==> src/rtl/pc_unit_pkg.sv <==
// Shared MIPS definitions for the fetch stage: PC FSM state encoding and
// default address constants used by pc_unit and its next-PC selector.
package pc_unit_pkg;

  // Program-counter stage state. HALTED is absorbing until reset.
  typedef enum logic {
    ST_RUN    = 1'b0,
    ST_HALTED = 1'b1
  } pc_state_e;

  localparam int          SIZE_ADDR_PC_DEF = 32;
  localparam logic [31:0] RESET_VECTOR_DEF = 32'h0000_0000;
  localparam int          INSTR_BYTES_DEF  = 4;

endpackage : pc_unit_pkg

==> src/rtl/pc_unit_mux_pc.sv <==
// Combinational next-PC selector. Resolves the live redirect by fixed
// priority (branch > JALR > jump), then chooses live target, pending
// target or the sequential address, in that order.
module mux_pc #(
  parameter int SIZE_ADDR_PC = 32
) (
  input  logic                    i_pc_source,
  input  logic                    i_is_JALR,
  input  logic                    i_is_jump,
  input  logic [SIZE_ADDR_PC-1:0] i_suma_branch,
  input  logic [SIZE_ADDR_PC-1:0] i_rs,
  input  logic [SIZE_ADDR_PC-1:0] i_suma_jump,
  input  logic                    i_pending_valid,
  input  logic [SIZE_ADDR_PC-1:0] i_pending_target,
  input  logic [SIZE_ADDR_PC-1:0] i_pc4,
  output logic                    o_live_valid,
  output logic [SIZE_ADDR_PC-1:0] o_live_target,
  output logic [SIZE_ADDR_PC-1:0] o_next_pc
);

  // Live redirect: highest-priority asserted source wins.
  always_comb begin
    o_live_valid  = i_pc_source | i_is_JALR | i_is_jump;
    o_live_target = i_suma_jump;
    if (i_pc_source) begin
      o_live_target = i_suma_branch;
    end else if (i_is_JALR) begin
      o_live_target = i_rs;
    end
  end

  // Next address for an advancing cycle: live beats pending beats PC+4.
  always_comb begin
    o_next_pc = i_pc4;
    if (o_live_valid) begin
      o_next_pc = o_live_target;
    end else if (i_pending_valid) begin
      o_next_pc = i_pending_target;
    end
  end

endmodule : mux_pc

==> src/rtl/pc_unit.sv <==
// Registered program counter for the MIPS fetch stage. Holds on stall,
// parks redirects that arrive while not advancing in a one-entry pending
// register (latest wins), supports debug single-step and a halt state.
// The FSM state is visible on o_halted (1 = HALTED, 0 = RUN).
module pc_unit
  import pc_unit_pkg::*;
#(
  parameter int                      SIZE_ADDR_PC = SIZE_ADDR_PC_DEF,
  parameter logic [SIZE_ADDR_PC-1:0] RESET_VECTOR = SIZE_ADDR_PC'(RESET_VECTOR_DEF),
  parameter int                      INSTR_BYTES  = INSTR_BYTES_DEF
) (
  input  logic                    i_clk,
  input  logic                    i_reset,
  input  logic                    i_stall,
  input  logic                    i_step_mode,
  input  logic                    i_step,
  input  logic                    i_halt,
  input  logic                    i_pc_source,
  input  logic                    i_is_JALR,
  input  logic                    i_is_jump,
  input  logic [SIZE_ADDR_PC-1:0] i_suma_branch,
  input  logic [SIZE_ADDR_PC-1:0] i_rs,
  input  logic [SIZE_ADDR_PC-1:0] i_suma_jump,
  output logic [SIZE_ADDR_PC-1:0] o_pc,
  output logic [SIZE_ADDR_PC-1:0] o_pc4,
  output logic                    o_halted,
  output logic                    o_redirect_pending
);

  pc_state_e               r_state;
  pc_state_e               w_state_next;
  logic                    w_run;
  logic                    w_adv;
  logic                    w_capture;
  logic [SIZE_ADDR_PC-1:0] r_pc;
  logic                    r_pend_valid;
  logic [SIZE_ADDR_PC-1:0] r_pend_target;
  logic [SIZE_ADDR_PC-1:0] w_pc4;
  logic                    w_live_valid;
  logic [SIZE_ADDR_PC-1:0] w_live_target;
  logic [SIZE_ADDR_PC-1:0] w_next_pc;

  // State register: reset always returns to RUN, even from HALTED.
  always_ff @(posedge i_clk) begin
    if (i_reset) begin
      r_state <= ST_RUN;
    end else begin
      r_state <= w_state_next;
    end
  end

  // Next state: halt is taken from RUN regardless of stall/step/redirects.
  always_comb begin
    w_state_next = r_state;
    if ((r_state == ST_RUN) && i_halt) begin
      w_state_next = ST_HALTED;
    end
  end

  // State-decoded outputs.
  always_comb begin
    w_run    = (r_state == ST_RUN);
    o_halted = (r_state == ST_HALTED);
  end

  // Advance and capture qualifiers; halt blocks both in its own cycle.
  always_comb begin
    w_adv     = w_run && !i_stall && !i_halt && (!i_step_mode || i_step);
    w_capture = w_run && !i_halt && !w_adv && w_live_valid;
  end

  // Sequential address, wraps modulo 2^SIZE_ADDR_PC.
  always_comb begin
    w_pc4 = r_pc + SIZE_ADDR_PC'(INSTR_BYTES);
  end

  mux_pc #(
    .SIZE_ADDR_PC (SIZE_ADDR_PC)
  ) u_mux_pc (
    .i_pc_source      (i_pc_source),
    .i_is_JALR        (i_is_JALR),
    .i_is_jump        (i_is_jump),
    .i_suma_branch    (i_suma_branch),
    .i_rs             (i_rs),
    .i_suma_jump      (i_suma_jump),
    .i_pending_valid  (r_pend_valid),
    .i_pending_target (r_pend_target),
    .i_pc4            (w_pc4),
    .o_live_valid     (w_live_valid),
    .o_live_target    (w_live_target),
    .o_next_pc        (w_next_pc)
  );

  // PC register: loads the selected next address only on advancing cycles.
  always_ff @(posedge i_clk) begin
    if (i_reset) begin
      r_pc <= RESET_VECTOR;
    end else if (w_adv) begin
      r_pc <= w_next_pc;
    end
  end

  // Pending redirect: consumed on every advance, overwritten by later redirects.
  always_ff @(posedge i_clk) begin
    if (i_reset) begin
      r_pend_valid  <= 1'b0;
      r_pend_target <= '0;
    end else if (w_adv) begin
      r_pend_valid  <= 1'b0;
    end else if (w_capture) begin
      r_pend_valid  <= 1'b1;
      r_pend_target <= w_live_target;
    end
  end

  // Output drive.
  always_comb begin
    o_pc               = r_pc;
    o_pc4              = w_pc4;
    o_redirect_pending = r_pend_valid;
  end

endmodule : pc_unit

==> config.mk <==
export PLATFORM = sky130hd
export DESIGN_NAME = pc_unit
export DESIGN_NICKNAME = d
export VERILOG_FILES = /design/src/rtl/pc_unit_pkg.sv /design/src/rtl/pc_unit_mux_pc.sv /design/src/rtl/pc_unit.sv
export SDC_FILE = /design/constraint.sdc
export NUM_CORES = 1
export LEC_CHECK = 0
export CAP_MARGIN = 25
export CORE_MARGIN = 4
export CORE_UTILIZATION = 45
export CTS_CLUSTER_DIAMETER = 150
export DETAILED_ROUTE_END_ITERATION = 10
export PLACE_DENSITY = 0.82
export SKIP_LAST_GASP = 1
export SLEW_MARGIN = 20
export SYNTH_ARGS = -nofsm -noshare
export SYNTH_HDL_FRONTEND = slang
export SYNTH_SLANG_ARGS = --single-unit
==> constraint.sdc <==
create_clock -name i_clk -period 2.2 [get_ports i_clk]
set_input_delay 0.44 -clock i_clk [delete_from_list [all_inputs] [get_ports i_clk]]
set_output_delay 0.44 -clock i_clk [all_outputs]
set_load 0.005 [all_outputs]
* Word-level counts from Yosys, hierarchy flattened
Cells that the tools add are included.
** Cells by class
- Muxes and demuxes :: 4
- Reductions and logical operators :: 14
- Bitwise operators :: 4
- Add/sub/neg operators :: 1
** Operators with widths (number)
- two-way mux 32 bit :: 4
- adder 32 x 3 -> 32 bit (second input constant) :: 1
- logical AND 1 bit :: 7
- zero test 1 bit :: 4
- inverter 1 bit :: 2
- OR 1 bit :: 2
- AND reduction 2 bit :: 1
- OR reduction 2 bit :: 1
- logical OR 1 bit :: 1
** Word-level totals
- Output and inout bits :: 66
- Word-level logic and storage cells :: 27
- Bits in registers :: 66
- Input port bits :: 105

* Logic depth before layout (Yosys ltp)
Gate-level depths: netlist of run 1.
- Word-level depth :: 8
- Depth in mapped cells :: 8
- Depth with buffers taken out :: 6

* Hierarchy
A second synthesis of run 1 with hierarchy kept.
** Unflattened totals
- Cell total of the unflattened synthesis :: 621
- Area total of the unflattened synthesis :: 4888.4 um^2
** Modules (own cells, without submodules)
- pc_unit :: area an instance 2896.5 um^2, times used 1, cells an instance 330, seq. area each 1321.3 um^2
- mux_pc :: area an instance 1991.9 um^2, times used 1, cells an instance 291, seq. area each 0.0 um^2

* Worst setup path after synthesis of run 1
OpenSTA, ideal clock, no wires.
- Path type :: register to output
- Start point :: register r_pc[2] (netlist: o_pc[2])
- End point :: output port o_pc4[30]
- Path buffers :: 0
- Path slack :: 53 ps
- Arrival :: 1707 ps
- Stages on the path, launching flop included :: 7
- Required time :: 1760 ps
- Path through :: dfxtp_1 ha_1 nand4_2 or4_4 nor3_2 nand3_1 xnor2_1
** Between the ends
- Word-level cells in the longest chain between the ends :: 1
** Ends and longest elaborated chain
- start, declared :: RTL line pc_unit.sv:35 : logic [SIZE_ADDR_PC-1:0] r_pc;
- start signal, assigned :: RTL line pc_unit.sv:99 : r_pc <= w_next_pc;
- adder 32 x 3 -> 32 bit :: RTL line pc_unit.sv:74 : w_pc4 = r_pc + SIZE_ADDR_PC'(INSTR_BYTES);
- end, declared :: RTL line pc_unit.sv:25 : output logic [SIZE_ADDR_PC-1:0] o_pc4,
No other way between the ends.

* Final worst setup path of run 1
- Start point :: register r_pc[3] (netlist: o_pc[3])
- End point :: output port o_pc4[30]
The elaborated chain is that of the path after synthesis.

==> summary.md, run 1 <==
| Metric | Value |
|---|---|
| Worst EP arrival | `2.14 ns` |
| Finished Layout Cells | `1024` |
| Total CTS buffers | `9` |
| Synth Cell Area | `4470 um2` |
| Largest net degree at the start of global routing | `40` |
| Core area | `about 9700 um2` |
| Worst rel slew slack | `62.4%` |
| Sink Count | `66` |
| Post-synthesis register bit count | `66` |
| Port Buffers | `170` |
| Prevailing post-synth register cell | `dfxtp_1` |
| Via Count | `6036` |
| DRT Pass-1 Iters | `7` |
| Post-synth top area cell | `dfxtp_1` |
| Clock power share | `28.6%` |
| Max Root-Sink Buffers | `2` |
| Worst setup EP type | `primary output` |
| Slew @ Worst Pin | `0.558 ns` |
| Area of the die | `~12000 um2` |
| Area Overhead vs Synth | `75.1%` |
| Routed wire length | `slightly below 20 mm` |
| Row count | `36` |
| Post-DP HPWL | `13.0 mm` |
| Fin area | `7830 um2` |
| Placed standard-cell area | `7040 um2` |
| Ports | `171` |
| Switching part of the total | `between 30% and 40%` |
| Yosys warns | `0` |
| First-pass GRT wire length | `between 20 and 30 mm` |
| Starting Density | `approximately 46%` |
| Post-synth top area share | `29.5%` |
| Crit Path Category | `reg -> out` |
| Number of synthesized flops with an enable pin | `0` |
| Setup TNS | `-4.47 ns` |
| Mapped Cells | `592` |
| Static Leakage | `3.44 nW` |
| # diodes | `0` |
| FMAX | `0.387 GHz` |
| Synth area leaders | `dfxtp_1, nand2_1, o21ai_0, a21oi_1, mux2i_1` |
| Nets | `992` |
| Fillers | `628` |
| RSZ-0062 raised after global routing | `yes` |
| Final hold vios | `0` |
| Violated checks | `negative setup slack` |
| Vias/cell | `5.89` |
| Synthesized Nets | `698` |
| Startpoint Class | `flop` |
| Data required, critical path | `1.76 ns` |
| Internal Power | `2.19 mW` |
| Register area share after synthesis | `29.5%` |
| Pre-CTS setup slack | `-0.368 ns` |
| Max FO, Critical Path | `2` |
| Die span in x | `108 um` |
| Routed Antenna Nets | `0` |
| Final setup fails | `24` |
| H-Tree Depth | `3` |
| Final worst path period share | `117%` |
| Fin worst setup slack | `-0.382 ns` |
| Placed cells | `960` |
| Combinational power share | `about 30%` |
| Switching power | `roughly 1.0 mW` |
| Initial DRC Count | `567` |
| GRT overflow | `0` |
| Vias in the first global route | `5644` |
| Part of the power in registers | `around two fifths` |
| Post-layout util | `between 80% and 90%` |
| Layout cells sized above 1 | `31.1%` |
| Crit path time final | `around 2.6 ns` |
| Gr usage total | `29.9%` |
| Status | `finished with violations` |
| Die height | `108 um` |
| VDD IR max | `0.286 mV` |
| PwrDens | `408 nW/um2` |
| Fin. max-slew vios | `0` |
| Synth unique cells | `64` |
| Worst Hold Class | `reg -> reg` |
| Drt drc | `0` |
| CTS tree | `built` |
| Post-synth ARST share | `0%` |
| Clock Skews | `0.0158 ns` |
| CTS clock-pin slew for the worst setup and hold paths | `0.07 ns` |
| DR WL/cell | `18.8 um` |
| Initial antenna violation count | `0` |
| Clock latency on the worst-skew pair | `0.35 ns` |
| Clk root buf | `clkbuf_8` |
| Syn_area_per_cell | `7.55 um2` |
| Max-cap violations | `0` |
| Routability cong. | `0.894` |
[Yosys cell counts (4+ instances only)]
| master | number |
|---|---|
| o21ai_0 | 54 |
| mux2i_1 | 23 |
| nor3_1 | 13 |
| mux2_2 | 8 |
| nor4_1 | 8 |
| a31oi_1 | 7 |
| o211ai_1 | 9 |
| nand3_1 | 26 |
| and3_1 | 5 |
| nor2b_1 | 5 |
| nor2_1 | 49 |
| buf_1 | 4 |
| inv_1 | 9 |
| nand4_1 | 7 |
| xor2_1 | 11 |
| a22oi_1 | 19 |
| buf_2 | 12 |
| clkbuf_1 | 28 |
| a221oi_1 | 4 |
| xnor2_1 | 17 |
| or3_1 | 4 |
| nand2_1 | 76 |
| a21oi_1 | 51 |
| dfxtp_1 | 66 |
| a211oi_1 | 8 |
| buf_4 | 4 |
[area by class of cell]
class / instances / area (um2) / share of cell area, %
tap: 133 / 166 / 2.13
sequential: 66 / 1350 / 17.2
clock inverter: 5 / 31.3 / 0.399
inverter: 10 / 37.5 / 0.479
multi-input combinational: 465 / 3160 / 40.4
clock buffer: 11 / 131 / 1.68
timing repair buffer: 334 / 2960 / 37.8
[registers in the layout (all words and copies together), names as in the netlist]
name and count:
o_halted 1, o_pc 32, o_redirect_pending 1, r_pend_target 32
[layer usage]
metal / vias up / share of wire, % / GRT usage (%)
met5: - / 0 / 0
li1: 2735 / - / -
met4: 0 / 3.3 / 12.0
met2: 416 / 48 / 49.7
met3: 73 / 11 / 5.04
met1: 2812 / 37 / 38.2
[cell families after synthesis]
| kind of cell | count (synthesis) | synth area share, % |
|---|---|---|
| buffers and inverters | 61 | 6.16 |
| muxes | 31 | 7.16 |
| AOI/OAI and AO/OA | 180 | 24.9 |
| adders and majority gates | 1 | 0.280 |
| xor gates and xnor gates | 28 | 5.48 |
| DFF | 66 | 29.5 |
| and+or+nand+nor | 225 | 26.5 |
[what timing repair did]
item                       CTS  global route
resized for setup          102            73
setup buffers               32            25
setup endpoints to repair   28            29
pin swaps                   19            41
hold buffers                 0             0
[worst max-delay path, stage by stage (launching register included)]
cell and delay, ns:
dfxtp_4 0.37, ha_4 0.15, nand4_4 0.10, or4_4 0.46, buf_6 0.13, nor3_2 0.11
nand3_1 0.14, xnor2_1 0.19, buf_2 0.14
[cell usage in the layout, fill, tap and decap left out, types with 9 or more instances in the layout]
cell             count
mux2i_1             23
buf_6               15
buf_4              142
xor2_1               9
nor2_1              45
nor3_1              10
o21ai_0             54
clkbuf_8             9
a22oi_1             19
dfxtp_2             10
xnor2_2              9
clkdlybuf4s50_1    140
a21oi_1             51
nand2_1             73
nand3_1             22
buf_2               22
o211ai_1             9
inv_1                9
dfxtp_1             53
[per-stage QoR]
stage	hold WS (ns)	total power, mW
6_report	0.456	3.19
2_1_floorplan	0.431	1.71
3_3_place_gp	0.437	2.23
3_5_place_dp	0.443	2.26
4_1_cts	0.453	3.13
5_1_grt	0.482	3.30
[final timing paths]
| check | startpoint | endpoint | slack [ns] | cells past startpoint |
|---|---|---|---|---|
| worst max register to register | o_pc[11] | o_pc[26] | -0.32 | 14 |
| worst min register to register | r_pend_target[6] | r_pend_target[6] | 0.46 | 2 |
| worst max-delay path | o_pc[3] | o_pc4[30] | -0.38 | 8 |
| worst min-delay path | r_pend_target[6] | r_pend_target[6] | 0.46 | 2 |
[power by group through the flow]
stage	Combinational, mW	Sequential (mW)	Clock [mW]
after floorplan	0.366	1.35	0
after global placement	0.895	1.34	0
after detailed placement	0.918	1.34	0
after CTS	0.920	1.31	0.892
after global routing	1.03	1.32	0.953
final	0.960	1.32	0.913
No activity file was read; power rests on OpenSTA's default activity.
==> run 2, diff against run 1 <==
clock period = 2.9 ns   (was 2.2 ns; I/O delays follow)
==> summary.md, run 2 (synthesized netlist as in run 1, its figures left out) <==
| Metric | Value |
|---|---|
| Status | `finished with violations` |
| Violated checks | `negative setup slack` |
| Fin area | `about 7000 um2` |
| Area of the die | `11600 um2` |
| Nets | `885` |
| Routed wire length | `16.0 mm` |
| Worst EP arrival | `2.44 ns` |
| First-pass GRT wire length | `25.1 mm` |
| PwrDens | `346 nW/um2` |
| Slew @ Worst Pin | `0.703 ns` |
| Max FO, Critical Path | `3` |
| Ports | `171` |
| Commonest non-fill, non-tap cell in the layout | `clkdlybuf4s50_1` |
| Die height | `108 um` |
| RSZ-0062 raised after global routing | `yes` |
| Setup TNS | `-0.348 ns` |
| Die span in x | `108 um` |
| CTS tree | `built` |
| Sink Count | `66` |
| DRT Pass-1 Iters | `5` |
| Hold WS | `0.463 ns` |
| Starting Density | `46.0%` |
| Core area | `9730 um2` |
| Worst rel slew slack | `53.1%` |
| Clk root buf | `clkbuf_8` |
| Fin. max-slew vios | `0` |
| Post-layout util | `between 70 and 80%` |
| Gr usage total | `26.8%` |
| Post-DP HPWL | `12.1 mm` |
| Drt drc | `0` |
| Startpoint Class | `flop` |
| VDD IR max | `0.221 mV` |
| Total CTS buffers | `9` |
| FMAX | `0.331 GHz` |
| Crit path time final | `3.02 ns` |
| Placed standard-cell area | `6460 um2` |
| Routability cong. | `0.890` |
| Clock Skews | `0.00996 ns` |
| Multi-input gate area | `2970 um2` |
| Vias in the first global route | `4890` |
| Initial DRC Count | `349` |
| H-Tree Depth | `3` |
| Clock latency on the worst-skew pair | `0.35 ns` |
| Final hold vios | `0` |
| Fin worst setup slack | `-0.120 ns` |
| Placed cells | `891` |
| Vias/cell | `5.66` |
| Final worst path period share | `104%` |
| Worst Hold Class | `reg -> reg` |
| Crit Path Category | `reg -> out` |
| CTS Hold Buffers Added | `0` |
| Port Buffers | `170` |
| GRT overflow | `0` |
| Largest net degree at the start of global routing | `51` |
| Layout cells sized above 1 | `16.1%` |
| Finished Layout Cells | `917` |
| Fillers | `805` |
| Data required, critical path | `2.32 ns` |
| Via Count | `5194` |
| Final setup fails | `6` |
| # diodes | `0` |
| Row count | `36` |
| Register area | `approximately 1300 um2` |
| Worst setup EP type | `primary output` |
| DR WL/cell | `17.4 um` |
| Routed Antenna Nets | `0` |
| Initial antenna violation count | `0` |
| CTS clock-pin slew for the worst setup and hold paths | `0.08 ns` |
| Static Leakage | `2.72 nW` |
| R2R Setup Slk | `approximately 0.74 ns` |
| Most frequent cells in the layout | `clkdlybuf4s50_1, nand2_1, dfxtp_1` |
| Area Overhead vs Synth | `52.6%` |
| Max Root-Sink Buffers | `2` |
| Max-cap violations | `0` |
[run 2: final timing paths]
check                          start           endpoint  cells past startpoint
setup / recovery             o_pc[2]          o_pc4[30]                      7
hold / removal     r_pend_target[12]  r_pend_target[12]                      2
setup reg to reg  o_redirect_pending           o_pc[21]                      6
hold reg to reg    r_pend_target[12]  r_pend_target[12]                      2
[run 2: timing repair]
item,CTS,global route
gates resized for setup,13,21
pin swaps,5,6
endpoints found under the setup margin,15,15
setup buffers,6,4
[run 2: layout make-up]
class                           instances  share of cell area (%)
Multi-Input combinational cell        465                    43.6
Timing Repair Buffer                  227                    31.3
Sequential cell                        66                    19.6
Tap cell                              133                    2.44
Clock buffer                            9                    1.81
Clock inverter                          7                   0.788
Inverter                               10                   0.550
[run 2: through the flow]
stage               power [mW]  setup slack, ns
CTS                       2.35           -0.128
global placement          1.64            0.265
global route              2.47           -0.263
detailed placement        1.65            0.203
finish                    2.36           -0.120
floorplan                 1.30            0.613
[run 2: critical path, cell delays in order, from the launching register on]
cell and delay (ns):
dfxtp_2 0.35, ha_1 0.18, nand4_2 0.13, or4_4 0.48
nor3_4 0.16, nand3_2 0.11, xnor2_1 0.17, clkdlybuf4s50_1 0.52
[run 2: metal layers]
metal / vias up / part of all wire (%) / track usage [%]
li1: 2513 / - / -
met1: 2373 / 41 / 36.3
met2: 277 / 47 / 42.6
met3: 31 / 9.3 / 6.18
met4: 0 / 2.3 / 7.75
met5: - / 0 / 0
[run 2: where the power goes]
group / leakage, nW / switching (mW) / total [mW] / internal, mW
sequential: 0.543 / 0.0506 / 1.01 / 0.958
combinational: 2.10 / 0.290 / 0.632 / 0.342
clock: 0.0822 / 0.404 / 0.720 / 0.316
==> run 3, diff against run 2 <==
CAP_MARGIN = 20   (was 25)
==> results of run 3 <==
No change in the layout: final DEF, timing and power equal those of run 2.
